File: config.mk
export PLATFORM = sky130hd
export DESIGN_NAME = cache_mem_ctrl
export DESIGN_NICKNAME = d
export VERILOG_FILES = /design/src/rtl/cache_ctrl_pkg.sv /design/src/rtl/cache_mem_ctrl_rr_arb2.sv /design/src/rtl/cache_mem_ctrl.sv
export SDC_FILE = /design/constraint.sdc
export NUM_CORES = 1
export LEC_CHECK = 0
export CAP_MARGIN = 20
export CORE_AREA = 2 2 152 154
export CTS_CLUSTER_SIZE = 24
export DETAILED_ROUTE_END_ITERATION = 10
export DIE_AREA = 0 0 154 156
export GPL_TIMING_DRIVEN = 0
export PLACE_DENSITY = 0.6
export SYNTH_ARGS = -nofsm -noshare
export SYNTH_HDL_FRONTEND = slang
export SYNTH_HIERARCHICAL = 1
export SYNTH_SLANG_ARGS = --single-unit
File: constraint.sdc
create_clock -name clk -period 9.8 [get_ports clk]
set_input_delay 1.96 -clock clk [delete_from_list [all_inputs] [get_ports clk]]
set_output_delay 1.96 -clock clk [all_outputs]
set_load 0.1 [all_outputs]
File: src/rtl/cache_ctrl_pkg.sv
// Shared types for the unified-cache sequencer: FSM state encoding and port ids.
// Latency: n/a (types and a pure helper function only).
// Backpressure: n/a.
package cache_ctrl_pkg;

    typedef enum logic [1:0] {
        IDLE   = 2'd0,
        ACCESS = 2'd1,
        MEM    = 2'd2,
        FILL   = 2'd3
    } state_t;

    localparam logic PORT_IF   = 1'b0;  // instruction fetch
    localparam logic PORT_DATA = 1'b1;  // data load/store

    // One-hot completion vector for a port index.
    function automatic logic [1:0] port_onehot(input logic port);
        return (port == PORT_DATA) ? 2'b10 : 2'b01;
    endfunction

endpackage

File: src/rtl/cache_mem_ctrl_rr_arb2.sv
// Two-way round-robin arbiter; on a tie the port that was not granted last wins.
// Latency: purely combinational, grant valid in the same cycle as req.
// Backpressure: en gates the grant; no grant is issued while en is low.
// Ports: req[1:0] requests, last_grant previous winner, en arbitration enable,
//        grant winning index, grant_vld a grant is being issued this cycle.
module rr_arb2 (
    input  logic [1:0] req,
    input  logic       last_grant,
    input  logic       en,
    output logic       grant,
    output logic       grant_vld
);

    always_comb begin
        grant_vld = en & (|req);
        // Sole requester wins outright; on a tie alternate away from last_grant.
        if (req == 2'b11) begin
            grant = ~last_grant;
        end else begin
            grant = req[1];
        end
    end

endmodule

File: src/rtl/cache_mem_ctrl.sv
// Sequences one shared unified cache between fetch (port 0) and load/store (port 1), write-through.
// Latency: read hit ready 1 cycle after the IDLE sample; miss/write ready 1 cycle after mem_ack.
// Backpressure: one request at a time; req is held until ready; mem_req held until mem_ack or timeout.
// Ports: clk/rst; req/we/addr0/addr1/wdata0/wdata1 requester side; ready/rdata/err completion;
//        cache_* strobes, latched address/data, fill word and probe hit; mem_* backing-memory handshake.
module cache_mem_ctrl
    import cache_ctrl_pkg::*;
#(
    parameter int TIMEOUT_CYCLES = 255,
    parameter int TMO_W          = 8
) (
    input  logic        clk,
    input  logic        rst,
    input  logic [1:0]  req,
    input  logic [1:0]  we,
    input  logic [29:0] addr0,
    input  logic [29:0] addr1,
    input  logic [31:0] wdata0,
    input  logic [31:0] wdata1,
    output logic [1:0]  ready,
    output logic [31:0] rdata,
    output logic        err,
    output logic [29:0] cache_addr,
    output logic        cache_read_en,
    output logic        cache_write_en,
    output logic [31:0] cache_wdata,
    output logic [31:0] cache_fill_data,
    input  logic [31:0] cache_rdata,
    input  logic        cache_probe_hit,
    output logic        mem_req,
    output logic        mem_we,
    output logic [29:0] mem_addr,
    output logic [31:0] mem_wdata,
    input  logic        mem_ack,
    input  logic [31:0] mem_rdata
);

    localparam logic [TMO_W-1:0] TMO_LIMIT = TMO_W'(TIMEOUT_CYCLES);

    state_t            state;
    logic              last_grant;
    logic              port_q;
    logic              we_q;
    logic              tmo_q;       // FILL reached by timeout rather than by mem_ack
    logic [TMO_W-1:0]  tmo_cnt;
    logic [TMO_W-1:0]  tmo_cnt_nxt;

    logic              grant;
    logic              grant_vld;

    logic              hit_done;
    logic              fill_ok;
    logic              rd_strobe;

    rr_arb2 u_arb (
        .req        (req),
        .last_grant (last_grant),
        .en         (state == IDLE),
        .grant      (grant),
        .grant_vld  (grant_vld)
    );

    assign tmo_cnt_nxt = tmo_cnt + TMO_W'(1);

    always_ff @(posedge clk or posedge rst) begin
        if (rst) begin
            state           <= IDLE;
            last_grant      <= PORT_DATA;
            port_q          <= PORT_IF;
            we_q            <= 1'b0;
            tmo_q           <= 1'b0;
            tmo_cnt         <= '0;
            cache_addr      <= '0;
            cache_wdata     <= '0;
            cache_fill_data <= '0;
        end else begin
            case (state)
                IDLE: begin
                    if (grant_vld) begin
                        port_q      <= grant;
                        last_grant  <= grant;
                        we_q        <= we[grant];
                        cache_addr  <= grant ? addr1 : addr0;
                        cache_wdata <= grant ? wdata1 : wdata0;
                        tmo_q       <= 1'b0;
                        state       <= ACCESS;
                    end
                end
                ACCESS: begin
                    if (!we_q && cache_probe_hit) begin
                        state <= IDLE;
                    end else begin
                        tmo_cnt <= '0;
                        state   <= MEM;
                    end
                end
                MEM: begin
                    // An ack in the last allowed cycle still wins over the timeout.
                    if (mem_ack) begin
                        if (!we_q) begin
                            cache_fill_data <= mem_rdata;
                        end
                        state <= FILL;
                    end else begin
                        tmo_cnt <= tmo_cnt_nxt;
                        if (tmo_cnt_nxt == TMO_LIMIT) begin
                            tmo_q <= 1'b1;
                            state <= FILL;
                        end
                    end
                end
                FILL: begin
                    state <= IDLE;
                end
                default: begin
                    state <= IDLE;
                end
            endcase
        end
    end

    // Completion outputs decode the registered state; the hit path must use the
    // combinational probe because the cache only sees the address in ACCESS.
    always_comb begin
        hit_done       = (state == ACCESS) && !we_q && cache_probe_hit;
        fill_ok        = (state == FILL) && !tmo_q;
        rd_strobe      = hit_done || (fill_ok && !we_q);

        cache_read_en  = rd_strobe;
        cache_write_en = fill_ok && we_q;
        ready          = (hit_done || (state == FILL)) ? port_onehot(port_q) : 2'b00;
        rdata          = rd_strobe ? cache_rdata : 32'h0;
        err            = (state == FILL) && tmo_q;

        mem_req        = (state == MEM);
        mem_we         = (state == MEM) && we_q;
        mem_addr       = cache_addr;
        mem_wdata      = cache_wdata;
    end

endmodule
* After elaboration in Yosys (flattened, before gate mapping)
Cells that the tools add are included.
** Storage, ports and cells
- Word-level logic and storage cells :: 65
- Register bits :: 108
- Memory bits (read-only) :: 0
- Bits in latches :: 0
- Memories :: 0
- Bits in writable memories :: 0
- Output and inout port bits :: 195
** Operators by class
- Shift-type cells :: 0
- $lt $le $gt $ge :: 1
- Bitwise logic cells :: 3
- Multiply operators :: 0
- Equality and inequality tests :: 10
- Multiplexer cells :: 20
- Reductions and logical operators :: 21
- Add/sub/neg operators :: 1
- Div/mod/pow operators :: 0
** Operators with widths (number)
- $mux W32 :: 2
- $mux W30 :: 1
- $mux W8 :: 2
- $pmux W8 S2 :: 1
- $mux W2 :: 6
- $add A8 B1 Y8 const B :: 1
- $eq A8 B8 Y1 const B :: 1
- $logic_and A1 B1 Y1 :: 8
- $pmux W2 S4 :: 1
- $eq A2 B2 Y1 const B :: 3
- $mux W1 :: 6
- $ne A2 B2 Y1 const B :: 3
- $reduce_and A3 Y1 :: 2
- $reduce_and A2 Y1 :: 2
- $reduce_and A4 Y1 :: 1
- $reduce_bool A2 Y1 :: 2
- $ne A3 B1 Y1 const B :: 1
- $eq A2 B1 Y1 const B :: 1
- $logic_not A1 Y1 :: 2
- $logic_not A2 Y1 :: 1
- $logic_or A1 B1 Y1 :: 2
- $lt A1 B2 Y1 const B :: 1
- $ne A2 B1 Y1 const B :: 1
- $not A1 Y1 :: 2
- other kinds (3) :: 3

* Longest topological paths before layout
- Depth in word-level cells :: 5
- Gate-level depth with buffers :: 9
- Gate-level depth less buffers :: 6

* Hierarchy
The synthesis kept the hierarchy.
** Modules (own cells, without submodules)
- cache_mem_ctrl :: times used 1, area each 5501.5 um2, cells each 528, seq. area each 2703.8 um2
- rr_arb2 :: times used 1, area each 18.8 um2, cells each 2, seq. area each 0.0 um2

* Worst setup path before layout
No wires, ideal clock.
- Path type :: input to output
- Start :: input cache_probe_hit
- End :: output ready[0]
- Data required time :: 7.840 ns
- Cell stages on the path :: 2
- Arrival :: 4.257 ns
- Setup slack :: 3.583 ns
- Cells stage by stage :: a21oi_1 -> nor3b_1
** Between the ends
- Cells in the longest elaborated chain, start to end :: 3
** RTL lines
- start, declared :: RTL line cache_mem_ctrl.sv:29 : input logic cache_probe_hit,
- $logic_and A1 B1 Y1 :: RTL line cache_mem_ctrl.sv:125 : hit_done = (state == ACCESS) && !we_q && cache_probe_hit;
- $logic_or A1 B1 Y1 :: RTL line cache_mem_ctrl.sv:131 : ready = (hit_done || (state == FILL)) ? port_onehot(port_q) : 2'b00;
- $mux W2 :: RTL line cache_mem_ctrl.sv:131
- end, declared :: RTL line cache_mem_ctrl.sv:20 : output logic [1:0] ready,
Every way passes these cells.

* Final worst setup path
- Start :: input cache_probe_hit
- End :: output rdata[28]
** Between the ends
- Cells in the longest elaborated chain, start to end :: 3
** RTL lines
- $logic_and A1 B1 Y1 :: RTL line cache_mem_ctrl.sv:125
- $logic_or A1 B1 Y1 :: RTL line cache_mem_ctrl.sv:127 : rd_strobe = hit_done || (fill_ok && !we_q);
- $mux W32 :: RTL line cache_mem_ctrl.sv:132 : rdata = rd_strobe ? cache_rdata : 32'h0;
- end, declared :: RTL line cache_mem_ctrl.sv:21 : output logic [31:0] rdata,
Every way passes these cells.

==> metrics.yaml <==
synth_edf_count: 0
wire_per_inst_um: 17.1
cp-start-kind: "primary input"
fmax_ghz: 0.155
synth-adder-area-share_pct: 0.453
antenna_left: 0
required_ns: 7.84
cts_resized: 0
synthCells: 530
crit_start: "cache_probe_hit"
slowest_delay_ns: 1.15
antenna_cells: 0
crit_arrival_ns: 4.48
r2r-end: "cache_addr[29]$_DFFE_PP0P_"
fin_nets: 1130
drt_first_pass_iters: 4
synth-compound-area-share_pct: 8.07
maxSlewViolCount: 0
post_cts_buffers: 0
ys_seq_area_share_pct: 49.0
gr-total-overflow: 0
synth_top_family_by_area: "multiplexers"
slowest_stage: "clkdlybuf4s50_1"
post-route-period-util_pct: 65.7
clkTransAtPathRegs_ns: 0.08
die_h_um: 156
period_needed_ns: 6.44
worstRegToRegCells: 8
worst_pin_slew_ns: 1.05
slew_headroom_pct: 29.8
ios: 391
fillers: 2188
grt_pass1_wl_mm: 31.1
grt_max_degree: 68
critPathMaxFanout: 10
first_global_vias: 5185
path_cells: "clkdlybuf4s50_1 > o2111a_1 > clkbuf_1 > and2_1 > clkdlybuf4s50_1"
core-area_sq_mm: 0.0224
grt_usage_pct: 17.0
vias_per_cell: 4.26
synth-xor-area-share_pct: 0.635
yosysWarnings: 6
synth_seq_cells: 108
cts_inserted_buffers: 9
min_path_type: "reg -> reg"
htree_levels: 3
path_class: "in -> out"
synthDistinctLibCells: 39
path_common_cell: "clkdlybuf4s50_1"
synthSimpleGateAreaFrac_pct: 12.1
worstSetupEndpoint: "rdata[28]"
num_vias: 5204
synthMuxAreaShare_pct: 18.0
r2r-start: "state[0]$_DFFE_PP0P_"
start_util_pct: 24.7
drive_gt1_share_pct: 12.2
setup_tns_ns: 0
clock_path_buffers: 2
holdBufCountCts: 0
clk_latency_ns: 0.35
skew_ns: 0.0109
hpwlAfterDp_mm: 16.8
cap_violations: 0
antenna_found_initial: 0
synthesis.nets: 728
avgSynthCellArea_sq_um: 10.4
async_flop_share_pct: 100
dieWidth_um: 154
setup_viol: 0
cts_root_buf: "clkbuf_16"
wl_mm: 20.9
place.gp.congestion: 0.792
drtIter0Drc: 215
dieArea_sq_mm: 0.0240
drc_errors: 0
numPortBuffers: 390
syn_area_sq_mm: 0.00552
rows: 55
cts_sinks: 108
worst_setup_path_end_kind: "output port"
rsz0062_at_grt: "no"
hold_viol_final: 0
status: "complete, no violations"
cts_tree: "yes"
ys.flop_type: "dfrtp_1"
reg2reg_slack_ns: 7.83
area_growth_pct: 83.2
## through the flow
stage / hold WS (ns) / utilization, % / instance area [sq um] / std cells / setup WS [ns]
finish: 0.472 / 45.2 / 10100 / 1222 / 3.36
global route: 0.516 / 45.2 / 10100 / 1222 / 3.29
CTS: 0.473 / 45.2 / 10100 / 1222 / 3.37
detailed placement: 0.461 / 43.9 / 9810 / 1206 / 3.38
global placement: 0.464 / 43.7 / 9780 / 1205 / 2.96
floorplan: 0.447 / - / 5520 / 530 / 3.58
## kinds of logic (layout without fill, tap and decap cells)
logic type                 after synthesis  count (layout)
xor gates and xnor gates                 4               4
AOI/OAI and AO/OA                       85              85
DFF                                    108             108
adders and majority gates                2               2
muxes                                   95              95
and+or+nand+nor                        138             138
buffers and inverters                   98             505
## worst max-delay path: cells and delay by family
kind | cells | cell delay, ns
buffers and inverters | 3 | 1.97
AOI/OAI and AO/OA | 1 | 0.30
and+or+nand+nor | 1 | 0.24
## final cells by class
class / count / area (sq um) / share of cell area [%]
inverter: 5 / 23.8 / 0.235
buffer: 93 / 631 / 6.23
multi-input combinational: 324 / 2170 / 21.4
clock inverter: 6 / 62.6 / 0.619
timing repair buffer: 391 / 3930 / 38.9
tap: 285 / 357 / 3.53
sequential: 108 / 2700 / 26.7
clock buffer: 10 / 239 / 2.36
## sequential cells by signal, summed over array words and instances (netlist names), named ones only
name and cells:
cache_addr 30, state 1, tmo_q 1, cache_fill_data 32, port_q 1, we_q 1, tmo_cnt 8, last_grant 1
cache_wdata 32
## how the worst min path moves through the flow
stage	startpoint	to	slack (ns)	depth (start not counted)
3_5_place_dp	last_grant$_DFFE_PP1P_	last_grant$_DFFE_PP1P_	0.46	2
2_1_floorplan	last_grant$_DFFE_PP1P_	last_grant$_DFFE_PP1P_	0.45	2
4_1_cts	last_grant$_DFFE_PP1P_	last_grant$_DFFE_PP1P_	0.47	2
5_1_grt	last_grant$_DFFE_PP1P_	last_grant$_DFFE_PP1P_	0.52	2
3_3_place_gp	last_grant$_DFFE_PP1P_	last_grant$_DFFE_PP1P_	0.46	2
6_report	last_grant$_DFFE_PP1P_	last_grant$_DFFE_PP1P_	0.47	2
## cells in the final DEF (no fill, tap or decap), types with 3 or more instances in the layout
cell type	count
a21oi_1	4
and2_1	33
buf_1	4
buf_2	9
buf_4	64
buf_6	4
clkbuf_1	12
clkbuf_16	9
clkdlybuf4s50_1	390
dfrtp_1	107
inv_1	3
inv_6	3
mux2_1	21
mux2_2	11
mux2i_1	63
nand2_1	83
nor2_1	5
o21ai_0	73
xnor2_1	3
## cells in the mapped netlist (2+ instances only)
cell	instances	share of area, %
nand3_1	2	0.18
mux2_2	11	2.2
buf_1	4	0.27
nand4_1	2	0.23
o21ai_1	2	0.18
mux2_1	21	4.3
nor3b_1	2	0.27
o21ai_0	73	6.6
nand2_1	83	5.6
dfrtp_1	107	49
buf_2	9	0.82
nor2_1	5	0.34
inv_1	4	0.27
and3_1	2	0.23
and2_1	33	3.7
mux2i_1	63	11
buf_6	4	0.82
xnor2_1	3	0.48
a31oi_1	2	0.23
a21oi_1	4	0.36
ha_1	2	0.45
clkbuf_1	12	0.82
buf_4	64	8.7
## metal layers
layer | part of all wire [%] | GRT usage [%] | up-vias
li1 | - | - | 2541
met2 | 50 | 29.3 | 189
met1 | 43 | 21.5 | 2456
met3 | 6.2 | 4.22 | 18
met5 | 0 | 0 | -
met4 | 1.2 | 4.01 | 0
Power is not shown: default switching activity piles up to over one toggle a cycle in this logic, so the estimate is an artifact.
